[src/rtl/delay_btn_ctrl.sv]
// Delay-tap button controller: sync, debounce, tap counters and send FSM.
// Optional DELAY_DEC_EN adds inverse_sw so presses decrement taps instead.
module delay_btn_ctrl #(
  parameter int DEBOUNCE_CYCLES = 1000,
  parameter int TAP_W           = 5
) (
  input  logic               clk_slow,
  input  logic               slow_rst,
  input  logic [8:0]         btn_raw,
  input  logic               send_enable_button,
  input  logic               send_stop_button,
`ifdef DELAY_DEC_EN
  input  logic               inverse_sw,
`endif
  output logic [9*TAP_W-1:0] taps,
  output logic               tap_load,
  output logic [8:0]         tap_sel,
  output logic               send_en,
  output logic [3:0]         led_out
);

  localparam int NB = 11;
  localparam int CW = (DEBOUNCE_CYCLES > 1) ? $clog2(DEBOUNCE_CYCLES) : 1;
  localparam logic [CW-1:0] CNT_LAST = CW'(DEBOUNCE_CYCLES - 1);

  typedef enum logic {IDLE, RUN} state_t;

  logic [NB-1:0]    raw;
  logic [NB-1:0]    sync1_q, sync2_q;
  logic [NB-1:0]    lvl_q, lvl_d;
  logic [NB-1:0]    press_q, press_d;
  logic [CW-1:0]    cnt_q [NB];
  logic [CW-1:0]    cnt_d [NB];

  logic [9*TAP_W-1:0] taps_q, taps_d;
  logic               tap_load_q, tap_load_d;
  logic [8:0]         tap_sel_q, tap_sel_d;
  logic [2:0]         col_q, col_d;
  logic               dec;

  state_t state_q;
  logic   send_en_q;
  logic   en_p, stop_p;

  assign raw = {send_stop_button, send_enable_button, btn_raw};

`ifdef DELAY_DEC_EN
  logic inv_s1_q, inv_s2_q;

  always_ff @(posedge clk_slow or negedge slow_rst) begin
    if (!slow_rst) begin
      inv_s1_q <= 1'b0;
      inv_s2_q <= 1'b0;
    end else begin
      inv_s1_q <= inverse_sw;
      inv_s2_q <= inv_s1_q;
    end
  end

  assign dec = inv_s2_q;
`else
  assign dec = 1'b0;
`endif

  // Count cycles the synced level differs from the accepted one.
  always_comb begin
    lvl_d = lvl_q;
    for (int i = 0; i < NB; i++) begin
      cnt_d[i] = '0;
      if (sync2_q[i] != lvl_q[i]) begin
        if (cnt_q[i] == CNT_LAST) lvl_d[i] = sync2_q[i];
        else cnt_d[i] = cnt_q[i] + 1'b1;
      end
    end
    press_d = lvl_d & ~lvl_q;
  end

  always_comb begin
    taps_d     = taps_q;
    tap_load_d = |press_q[8:0];
    tap_sel_d  = press_q[8:0];
    col_d      = col_q;
    for (int k = 8; k >= 0; k--) begin
      if (press_q[k]) begin
        if (dec)
          taps_d[k*TAP_W +: TAP_W] = taps_q[k*TAP_W +: TAP_W] - 1'b1;
        else
          taps_d[k*TAP_W +: TAP_W] = taps_q[k*TAP_W +: TAP_W] + 1'b1;
        col_d = 3'(1 << (k % 3));
      end
    end
  end

  always_ff @(posedge clk_slow or negedge slow_rst) begin
    if (!slow_rst) begin
      sync1_q    <= '0;
      sync2_q    <= '0;
      lvl_q      <= '0;
      press_q    <= '0;
      for (int i = 0; i < NB; i++) cnt_q[i] <= '0;
      taps_q     <= '0;
      tap_load_q <= 1'b0;
      tap_sel_q  <= '0;
      col_q      <= '0;
    end else begin
      sync1_q    <= raw;
      sync2_q    <= sync1_q;
      lvl_q      <= lvl_d;
      press_q    <= press_d;
      for (int i = 0; i < NB; i++) cnt_q[i] <= cnt_d[i];
      taps_q     <= taps_d;
      tap_load_q <= tap_load_d;
      tap_sel_q  <= tap_sel_d;
      col_q      <= col_d;
    end
  end

  assign en_p   = press_q[9];
  assign stop_p = press_q[10];

  // Stop has priority when both presses land together.
  always_ff @(posedge clk_slow or negedge slow_rst) begin
    if (!slow_rst) begin
      state_q   <= IDLE;
      send_en_q <= 1'b0;
    end else begin
      unique case (state_q)
        IDLE: begin
          if (en_p && !stop_p) begin
            state_q   <= RUN;
            send_en_q <= 1'b1;
          end
        end
        RUN: begin
          if (stop_p) begin
            state_q   <= IDLE;
            send_en_q <= 1'b0;
          end
        end
        default: begin
          state_q   <= IDLE;
          send_en_q <= 1'b0;
        end
      endcase
    end
  end

  assign taps     = taps_q;
  assign tap_load = tap_load_q;
  assign tap_sel  = tap_sel_q;
  assign send_en  = send_en_q;
  assign led_out  = {col_q, send_en_q};

endmodule

[config.mk]
export PLATFORM = sky130hd
export DESIGN_NAME = delay_btn_ctrl
export DESIGN_NICKNAME = d
export VERILOG_FILES = /design/src/rtl/delay_btn_ctrl.sv
export SDC_FILE = /design/constraint.sdc
export NUM_CORES = 1
export LEC_CHECK = 0
export ABC_AREA = 1
export CORE_ASPECT_RATIO = 1.4
export CORE_MARGIN = 2
export CORE_UTILIZATION = 55
export DETAILED_ROUTE_END_ITERATION = 10
export GPL_TIMING_DRIVEN = 0
export PLACE_DENSITY = 0.76
export SLEW_MARGIN = 0
export SYNTH_ARGS = -nofsm -noshare
export SYNTH_HDL_FRONTEND = slang
export SYNTH_SLANG_ARGS = --single-unit
[constraint.sdc]
create_clock -name clk_slow -period 1.4 [get_ports clk_slow]
set_input_delay 0.14 -clock clk_slow [delete_from_list [all_inputs] [get_ports clk_slow]]
set_output_delay 0.14 -clock clk_slow [all_outputs]
set_load 0.02 [all_outputs]
* Word-level counts from Yosys, hierarchy flattened
Cells that the tools add are included.
** Storage, ports and cells
- Register bits :: 214
- Logic and storage cells :: 140
** Operators by class
- $add $sub $neg :: 20
- Equality and inequality tests :: 24
- Muxes and demuxes :: 59
- Bitwise gates (word level) :: 3
- Reductions and logical operators :: 5
** Operators with widths (count)
- $mux 10 :: 22
- $add 10x1->10 const B :: 11
- $eq 10x10->1 const B :: 11
- $add 5x1->5 const B :: 9
- $mux 3 :: 9
- $mux 1 :: 26
- $and 11x11->11 :: 1
- $ne 1x1->1 :: 11
- $not 11->11 :: 1
- $reduce_bool 9->1 :: 1
- $reduce_or 9->1 :: 1
- $ne 2x2->1 const B :: 2
- $pmux 1 s2 :: 2
- $reduce_and 2->1 :: 1
- $logic_and 1x1->1 :: 1
- $logic_not 1->1 :: 1
- $not 1->1 :: 1

* Depth between registers and ports, before layout
Gate-level depths: netlist (run 1).
- Depth in word-level cells :: 9
- Depth in mapped cells :: 8

* Worst setup path after synthesis (run 1)
Ideal clock, no wire load.
- Kind :: register -> register
- From :: register cnt_q[60] (netlist bit)
- To :: register cnt_q[69] (netlist bit)
- Library setup time :: 0.122 ns
- Data arrival time :: 1.055 ns
- Data required time :: 1.278 ns
- Setup slack :: 0.223 ns
- Cell stages (with the launch flop) :: 9
- Buffers on the path :: 0
- Period minus slack after synthesis :: 1.177 ns
- Path through :: dfrtp_1 -> ha_1 -> nand2_2 -> nor2_2 -> nand3_2 -> nand2_2 -> inv_2 -> nand2_1 -> nor2_1
** RTL lines
- start, declared :: RTL line 32 : logic [CW-1:0] cnt_q [NB];

* Worst setup path after layout (run 1)
- From :: register taps_q[13] (netlist: taps[13])
- To :: output port taps[13]
** RTL lines
- start, declared :: RTL line 35 : logic [9*TAP_W-1:0] taps_q, taps_d;
- start signal, assigned :: RTL line 111 : taps_q <= taps_d;
- end, declared :: RTL line 15 : output logic [9*TAP_W-1:0] taps,
No word-level cell between the ends.

==> summary.md, run 1 <==
| Metric | Value |
|---|---|
| Status | `complete, no violations` |
| Syn nets | `roughly 1,000` |
| Fin nets | `roughly 1,100` |
| Clock root buffer | `clkbuf_16` |
| Num CTS Buffers | `22` |
| CP cell instances | `dlygate4sd2_1` |
| DRC violations left | `0` |
| DRT iter0 DRCs | `369` |
| Largest family of logic cells by synthesized area | `simple AND/OR/NAND/NOR gates` |
| GR Util All Layers | `18.68%` |
| DR vias | `6,455` |
| Largest net degree at the start of global routing | `114` |
| Final Slew Violations | `0` |
| R2R Setup Slk | `0.09 ns` |
| Routability Congestion | `0.7940` |
| Crit end category | `output port` |
| Post-route cell area | `11,100 sq um` |
| Area of the die | `between 15,000 and 20,000 sq um` |
| Layout Cells excl Fill | `1,295` |
| Share of post-route cells with drive strength above 1 | `between 10% and 20%` |
| Area after DPL | `10,330 sq um` |
| Worst Path Buf+Inv | `1` |
| Pin slew with the least headroom to its limit | `0.5507 ns` |
| FF-to-FF Start | `cnt_q[10]` |
| Setup crit start kind | `flip-flop` |
| Worst setup margin | `0.03347 ns` |
| Routed WL per cell | `12.30 um` |
| First-pass GRT wire length | `27,860 um` |
| Syn. warnings | `0` |
| CTS Sinks | `between 200 and 250` |
| Flip-flop and latch area | `5356 sq um` |
| Post-Synth Adder-Cell Area | `2.685%` |
| Multi-input gate area | `3562 sq um` |
| Hold-critical path depth | `1` |
| Post-Synth Simple-Gate Area | `24.80%` |
| DIE WIDTH | `114.0 um` |
| Port Buffers | `72` |
| Area Overhead vs Synth | `19.09%` |
| Clock Skews | `roughly 0.0099 ns` |
| Hold EP | `sync1_q[1]` |
| Final setup viols | `0` |
| Worst path max stage delay | `0.40 ns` |
| Number of library cell types mapped by synthesis | `31` |
| Diodes inserted | `0` |
| Overall Power | `12.71 mW` |
| WP data required | `1.26 ns` |
| CTS max path bufs | `3` |
| Final critical-path required period | `roughly 1.4 ns` |
| Drt pass-1 iters | `4` |
| Critical path class | `flip-flop to output port` |
| Final hold viol count | `0` |
| CTS H-tree depth | `1` |
| Cell row count | `56` |
| Initial Util | `a little under three fifths` |
| CORE AREA | `16,680 sq um` |
| Register area share after synthesis | `between 50 and 60%` |
| Placed Cells | `1,248` |
| Post-Syn Instances | `between 900 and 1,000` |
| Skew-Pair Late Insertion Delay | `about 0.50 ns` |
| Vias in the first global route | `6,350` |
| Max rail drop VDD | `0.8954 mV` |
| Chip height | `~160 um` |
| CTS tree | `yes` |
| Max Freq | `approximately 0.73 GHz` |
| CP delay by family, top | `flip-flops` |
| Hold Path Class | `primary input to flip-flop` |
| Setup TNS | `0 ns` |
| Post-route clock period utilization | `97.61%` |
| Xor and xnor area share after synthesis | `7.586%` |
| Worst R2R Path Depth | `6` |
| Remaining antenna violation count | `0` |
| Cell Pwr Density | `about 1100 nW/um^2` |
| Crit Reg-Reg Endpoint | `cnt_q[16]` |
| Place WS | `~0.066 ns` |
| Mux share of post-synthesis cell area | `0.1208%` |
| Fillers | `1,319` |
| Detailed placement HPWL | `10,780 um` |
| Static Leak | `5.712 nW` |
| CTS clk-pin slew, worst paths | `roughly 0.06 ns` |
| Compound-Gate Fraction of Synth Area | `2.121%` |
| Max-cap violations | `0` |
| Crit-path slowest cell | `dfrtp_1` |
| Syn_area_per_cell | `9.587 sq um` |
| Initial antenna violation count | `0` |
| Crit-path max FO | `3` |
| Hold Startpoint | `btn_raw[1]` |
| Routed wire length | `15,930 um` |
| GRT overflow | `0` |
| Worst slew margin | `a little over three fifths` |
| Io pins | `73` |
| Vias/cell | `between 4 and 5` |
| Mapped Area | `9319 sq um` |
| Data arrival, critical path | `1.23 ns` |
| Yosys reg bits | `approximately 210` |
## cells by family (layout without fill, tap and decap cells)
| kind of cell | count (synthesis) | count (layout) |
|---|---|---|
| AND/OR/NAND/NOR | 496 | 496 |
| flip-flops | 214 | 214 |
| buffers and inverters | 126 | 246 |
| XOR/XNOR | 79 | 79 |
| AO/OA/AOI/OAI | 36 | 36 |
| adder cells (fa/ha/maj) | 20 | 20 |
| multiplexers | 1 | 1 |
## Yosys cell counts (all sizes together)
cell type	n	area, sq um
nand2	185	742.0
nand3b	9	80.08
dfrtp	214	5355
buf	9	47.55
xor2	56	505.5
xnor2	23	201.4
nand4	29	181.4
nor4	11	75.07
mux2	1	11.26
a21oi	14	73.82
or2	1	6.260
nand3	49	305.3
ha	20	250.2
a31oi	9	56.30
inv	117	439.2
o21ai	12	60.05
a21o	1	7.510
nor2	188	785.8
nor3	24	135.1
## per-stage QoR
step	hold slack, ns	utilization [%]
detailed placement	0.2242	61.92
global placement	0.3311	61.73
finish	0.07023	66.55
global route	0.06330	66.55
floorplan	-0.1556	-
CTS	0.05312	66.28
## how the worst max path moves through the flow
stage	startpoint	to	slack, ns	depth (start not counted)
floorplan	cnt_q[60]	cnt_q[69]	0.22	8
global placement	slow_rst	cnt_q[4]	-8.57	1
detailed placement	cnt_q[20]	cnt_q[28]	0.07	8
CTS	taps[22]	taps[22]	0.001	1
global route	cnt_q[80]	cnt_q[88]	-0.02	8
finish	taps[13]	taps[13]	0.03	1
## sequential cells by signal, summed over array words and instances (netlist names)
register	cells
cnt_q	110
col_q	3
lvl_q	11
press_q	11
send_en	1
state_q	1
sync1_q	11
sync2_q	11
tap_load	1
tap_sel	9
taps	45
## routing by layer
layer  up-vias  GRT usage [%]  wire (um)
li1       3283              -          -
met1      3050          23.62       7013
met5         -              0          0
met4         0          6.388        369
met2        92          32.88       7977
met3        30          2.718        568
## final cells by class
class | count | share of cell area [%]
plain buffers | 9 | 0.4284
clock buffers | 33 | 5.885
clock inverters | 6 | 0.8230
inverters | 117 | 3.957
multi-input cells | 632 | 32.10
flip-flops and latches | 214 | 48.26
well taps | 203 | 2.289
repair buffers | 81 | 6.257
## placed cells by master, fill, tap and decap left out, drive strengths merged
cell type / synthesis / layout
clkdlybuf4s50: 0 / 11
nor2: 188 / 188
inv: 117 / 117
ha: 20 / 20
a31oi: 9 / 9
dfrtp: 214 / 214
nand3: 49 / 49
dlygate4sd3: 0 / 1
or2: 1 / 1
xor2: 56 / 56
nand4: 29 / 29
nor3: 24 / 24
nand2: 185 / 185
a21o: 1 / 1
nor4: 11 / 11
xnor2: 23 / 23
nand3b: 9 / 9
a21oi: 14 / 14
clkbuf: 0 / 57
clkinv: 0 / 4
mux2: 1 / 1
buf: 9 / 19
o21ai: 12 / 12
bufinv: 0 / 2
dlygate4sd2: 0 / 21
clkdlybuf4s15: 0 / 14
## repair_timing
action | CTS | global route
pin swaps | 0 | 13
endpoints found under the hold margin | 101 | 0
resized for setup | 100 | 53
setup endpoints to repair | 60 | 172
setup buffers | 0 | 7
hold buffers | 1 | 0
## power by group
| part | switching (mW) | internal [mW] |
|---|---|---|
| clock network | 2.32 | 3.60 |
| logic | 0.277 | 0.148 |
| registers | 0.0763 | 6.29 |
(Power assumes the default switching activity.)
==> run 2, diff against run 1 <==
--- a/config.mk
+++ b/config.mk
@@ -5,12 +5,12 @@
 export SDC_FILE = /design/constraint.sdc
 export NUM_CORES = 1
 export LEC_CHECK = 0
-export ABC_AREA = 1
 export CORE_ASPECT_RATIO = 1.4
 export CORE_MARGIN = 2
 export CORE_UTILIZATION = 55
 export DETAILED_ROUTE_END_ITERATION = 10
 export GPL_TIMING_DRIVEN = 0
+export HOLD_SLACK_MARGIN = 0.1
 export PLACE_DENSITY = 0.76
 export SLEW_MARGIN = 0
 export SYNTH_ARGS = -nofsm -noshare
==> summary.md, run 2 <==
| Metric | Value |
|---|---|
| Status | `finished with violations` |
| Failing checks | `design-rule violations, negative setup slack` |
| Final Slew Violations | `0 (unchanged)` |
| Hold Path Class | `primary input to async pin` |
| Initial Util | `56.37% (+0.49 points)` |
| Pin slew with the least headroom to its limit | `0.5745 ns (+0.02382 ns)` |
| Met3 Usage GRT | `3.331% (+0.61 points)` |
| Final critical-path required period | `1.438 ns (+0.07181 ns)` |
| Biggest register | `cnt_q` |
| Vias in the first global route | `6,366 (+0.25%)` |
| DR vias | `6,513 (+0.90%)` |
| DRC violations left | `7 (+7)` |
| Setup crit start kind | `flip-flop` |
| Area after DPL | `10,230 sq um (-0.95%)` |
| Crit-path slowest cell | `dfrtp_1` |
| Drt pass-1 iters | `7 (+3)` |
| DIE WIDTH | `113.0 um (-0.85%)` |
| Post-synth EDFFs | `0 (unchanged)` |
| CTS Sinks | `214 (unchanged)` |
| Post-route cell area | `11,580 sq um (+4.4%)` |
| Hold Slack | `0.2010 ns (+0.1308 ns)` |
| Cell row count | `55 (-1.8%)` |
| GRT overflow | `0 (unchanged)` |
| Port Buffers | `72 (unchanged)` |
| First-pass GRT wire length | `29,260 um (+5.0%)` |
| Initial antenna violation count | `0 (unchanged)` |
| DRT iter0 DRCs | `471 (+28%)` |
| Remaining antenna violation count | `0 (unchanged)` |
| Diodes inserted | `0 (unchanged)` |
| Place WS | `-0.1359 ns (-0.2015 ns)` |
| Fin nets | `991 (-11%)` |
| Detailed placement HPWL | `10,840 um (+0.50%)` |
| Static Leak | `5.352 nW (-6.3%)` |
| GR peak layer | `met2` |
| Leading register cell type out of synthesis | `dfrtp_1` |
| Area of the die | `17,710 sq um (-1.7%)` |
| Routed wire length | `17,760 um (+11%)` |
| Overall Power | `12.76 mW (+0.38%)` |
| CTS H-tree depth | `1 (unchanged)` |
| Most common library cell in the layout ignoring fill and taps | `dfrtp_1` |
| Met2 global-route usage | `35.16% (+2.3 points)` |
| Mapped Area | `9155 sq um (-1.8%)` |
| Chip height | `156.7 um (-0.86%)` |
| Max-cap violations | `0 (unchanged)` |
| CTS tree | `yes` |
| Most common cell in the netlist | `dfrtp_1` |
| Worst slew margin | `61.70% (-1.6 points)` |
| Clock Skews | `0.01536 ns (+0.005426 ns)` |
| Critical path class | `flip-flop to flip-flop` |
| Clock root buffer | `clkbuf_16` |
| GR Util All Layers | `19.87% (+1.2 points)` |
| Async SR Flop Fraction | `100.0% (unchanged)` |
| Syn nets | `840 (-16%)` |
| Worst setup margin | `-0.03834 ns (-0.07181 ns)` |
| Routed WL per cell | `15.20 um (+24%)` |
| Post-route clock period utilization | `102.7% (+5.1 points)` |
| Post-Syn Instances | `807 (-17%)` |
| Largest register FFs | `110 (unchanged)` |
| Number of library cell types mapped by synthesis | `46 (+48%)` |
| Cell Pwr Density | `1102 nW/um^2 (-3.8%)` |
| Worst Path Buf+Inv | `0 (-1)` |
| Final hold viol count | `0 (unchanged)` |
| CTS max path bufs | `3 (unchanged)` |
| Worst path max stage delay | `0.43 ns (+0.03 ns)` |
| Register area share after synthesis | `58.49% (+1.0 points)` |
| Num CTS Buffers | `21 (-4.5%)` |
| Skew-Pair Late Insertion Delay | `0.49 ns (about the same)` |
| Routability Congestion | `0.8273 (+4.2%)` |
| Final Util | `71.32% (+4.8 points)` |
| Vias/cell | `5.576 (+12%)` |
| Largest net degree at the start of global routing | `120 (+5.3%)` |
| RSZ-0062 raised after global routing | `true` |
| Syn_area_per_cell | `11.34 sq um (+18%)` |
| Final setup viols | `5 (+5)` |
| Share of post-route cells with drive strength above 1 | `21.05% (+4.9 points)` |
| Commonest non-fill, non-tap cells in the layout | `211 x dfrtp_1, 90 x nor2_1, 68 x xnor2_1` |
| Yosys top cell by area | `dfrtp_1` |
| Syn. warnings | `0 (unchanged)` |
| Data arrival, critical path | `1.82 ns (+0.59 ns)` |
| Share of the synthesized area in the top cell type | `58.49% (+1.0 points)` |
| Crit end category | `flip-flop` |
| Yosys reg bits | `214 (unchanged)` |
| CTS clk-pin slew, worst paths | `0.07 ns (about the same)` |
| Io pins | `73 (unchanged)` |
| Met1 Use GR | `24.86% (+1.2 points)` |
| CP delay by family, top | `flip-flops` |
| Top cells by area, synth | `dfrtp_1 58%, xnor2_1 6.6%, nand3_1 4.2%` |
| Fillers | `1,168 (-11%)` |
| Top cells by count, synth | `214 x dfrtp_1, 96 x nor2_1, 76 x nand3_1` |
| WP data required | `1.78 ns (+0.52 ns)` |
| Crit-path max FO | `4 (+1)` |
| Max rail drop VDD | `1.357 mV (+52%)` |
| Area Overhead vs Synth | `26.51%` |
| Max Freq | `0.6952 GHz (-5.0%)` |
| CP cell instances | `ha_4, and4bb_2, nand3_4, mux2_2` |
| CORE AREA | `16,240 sq um (-2.6%)` |
[run 2: cell count changes after synthesis, moves of 19 or more]
cell     before  now
nand2_1     166   51
mux2_2        1   20
nor2_2       26    0
nor2_1      160   96
nand3_1      37   76
inv_1       103   14
xnor2_1      23   69
[run 2: metal layers]
metal,share of wire (%),vias up
li1,-,3142
met1,42,3204
met2,51,130
met3,4.6,37
met4,2.8,0
met5,0,-
[run 2: area by class of cell]
cell class	count	area (sq um)	share of cell area, %
sequential	214	5359	46.27
multi-input combinational	566	4034	34.83
timing repair buffer	128	1109	9.571
clock buffer	22	539.3	4.656
tap	199	249.0	2.150
clock inverter	12	163.9	1.415
buffer	13	76.32	0.6590
inverter	14	52.55	0.4537
[run 2: what timing repair did]
| action | 4_1_cts | 5_1_grt |
|---|---|---|
| buffers inserted | 29 | 14 |
| resized for setup | 107 | 84 |
| hold buffers | 12 | 0 |
| pin swaps | 9 | 25 |
| endpoints found under the hold margin | 106 | 0 |
| setup endpoints to repair | 100 | 197 |
[run 2: cells by family (layout without fill, tap and decap cells)]
family                     after synthesis  in the layout  share of synthesized area [%]
adders and majority gates               20             20                          2.733
DFF                                    214            214                          58.49
and+or+nand+nor                        344            344                          19.46
xor gates and xnor gates               111            111                          10.62
buffers and inverters                   27            189                          1.285
muxes                                   20             20                          2.460
AOI/OAI and AO/OA                       71             71                          4.947
[run 2: path summary, 6_finish.rpt]
kind | from | end | slack, ns | cells past startpoint
setup / recovery | cnt_q[0] | lvl_q[10] | -0.04 | 4
hold / removal | slow_rst | cnt_q[27] | 0.20 | 2
setup reg to reg | cnt_q[0] | lvl_q[10] | -0.04 | 4
hold reg to reg | sync1_q[4] | sync2_q[4] | 0.35 | 0
max in group asynchronous | slow_rst | cnt_q[92] | 0.21 | 3
min in group clk_slow | sync1_q[4] | sync2_q[4] | 0.35 | 0
[run 2: metrics by stage]
step | std cells | TNS (ns)
after floorplan | 807 | -0.03717
after global placement | 1078 | -1849.62
after detailed placement | 1079 | -1.085
after CTS | 1154 | -0.03201
after global routing | 1168 | -0.9571
final | 1168 | -0.04719
[run 2: power by group]
part / total (mW) / internal (mW) / switching, mW
clock network: 5.81 / 3.52 / 2.29
registers: 6.40 / 6.29 / 0.108
logic: 0.551 / 0.258 / 0.293
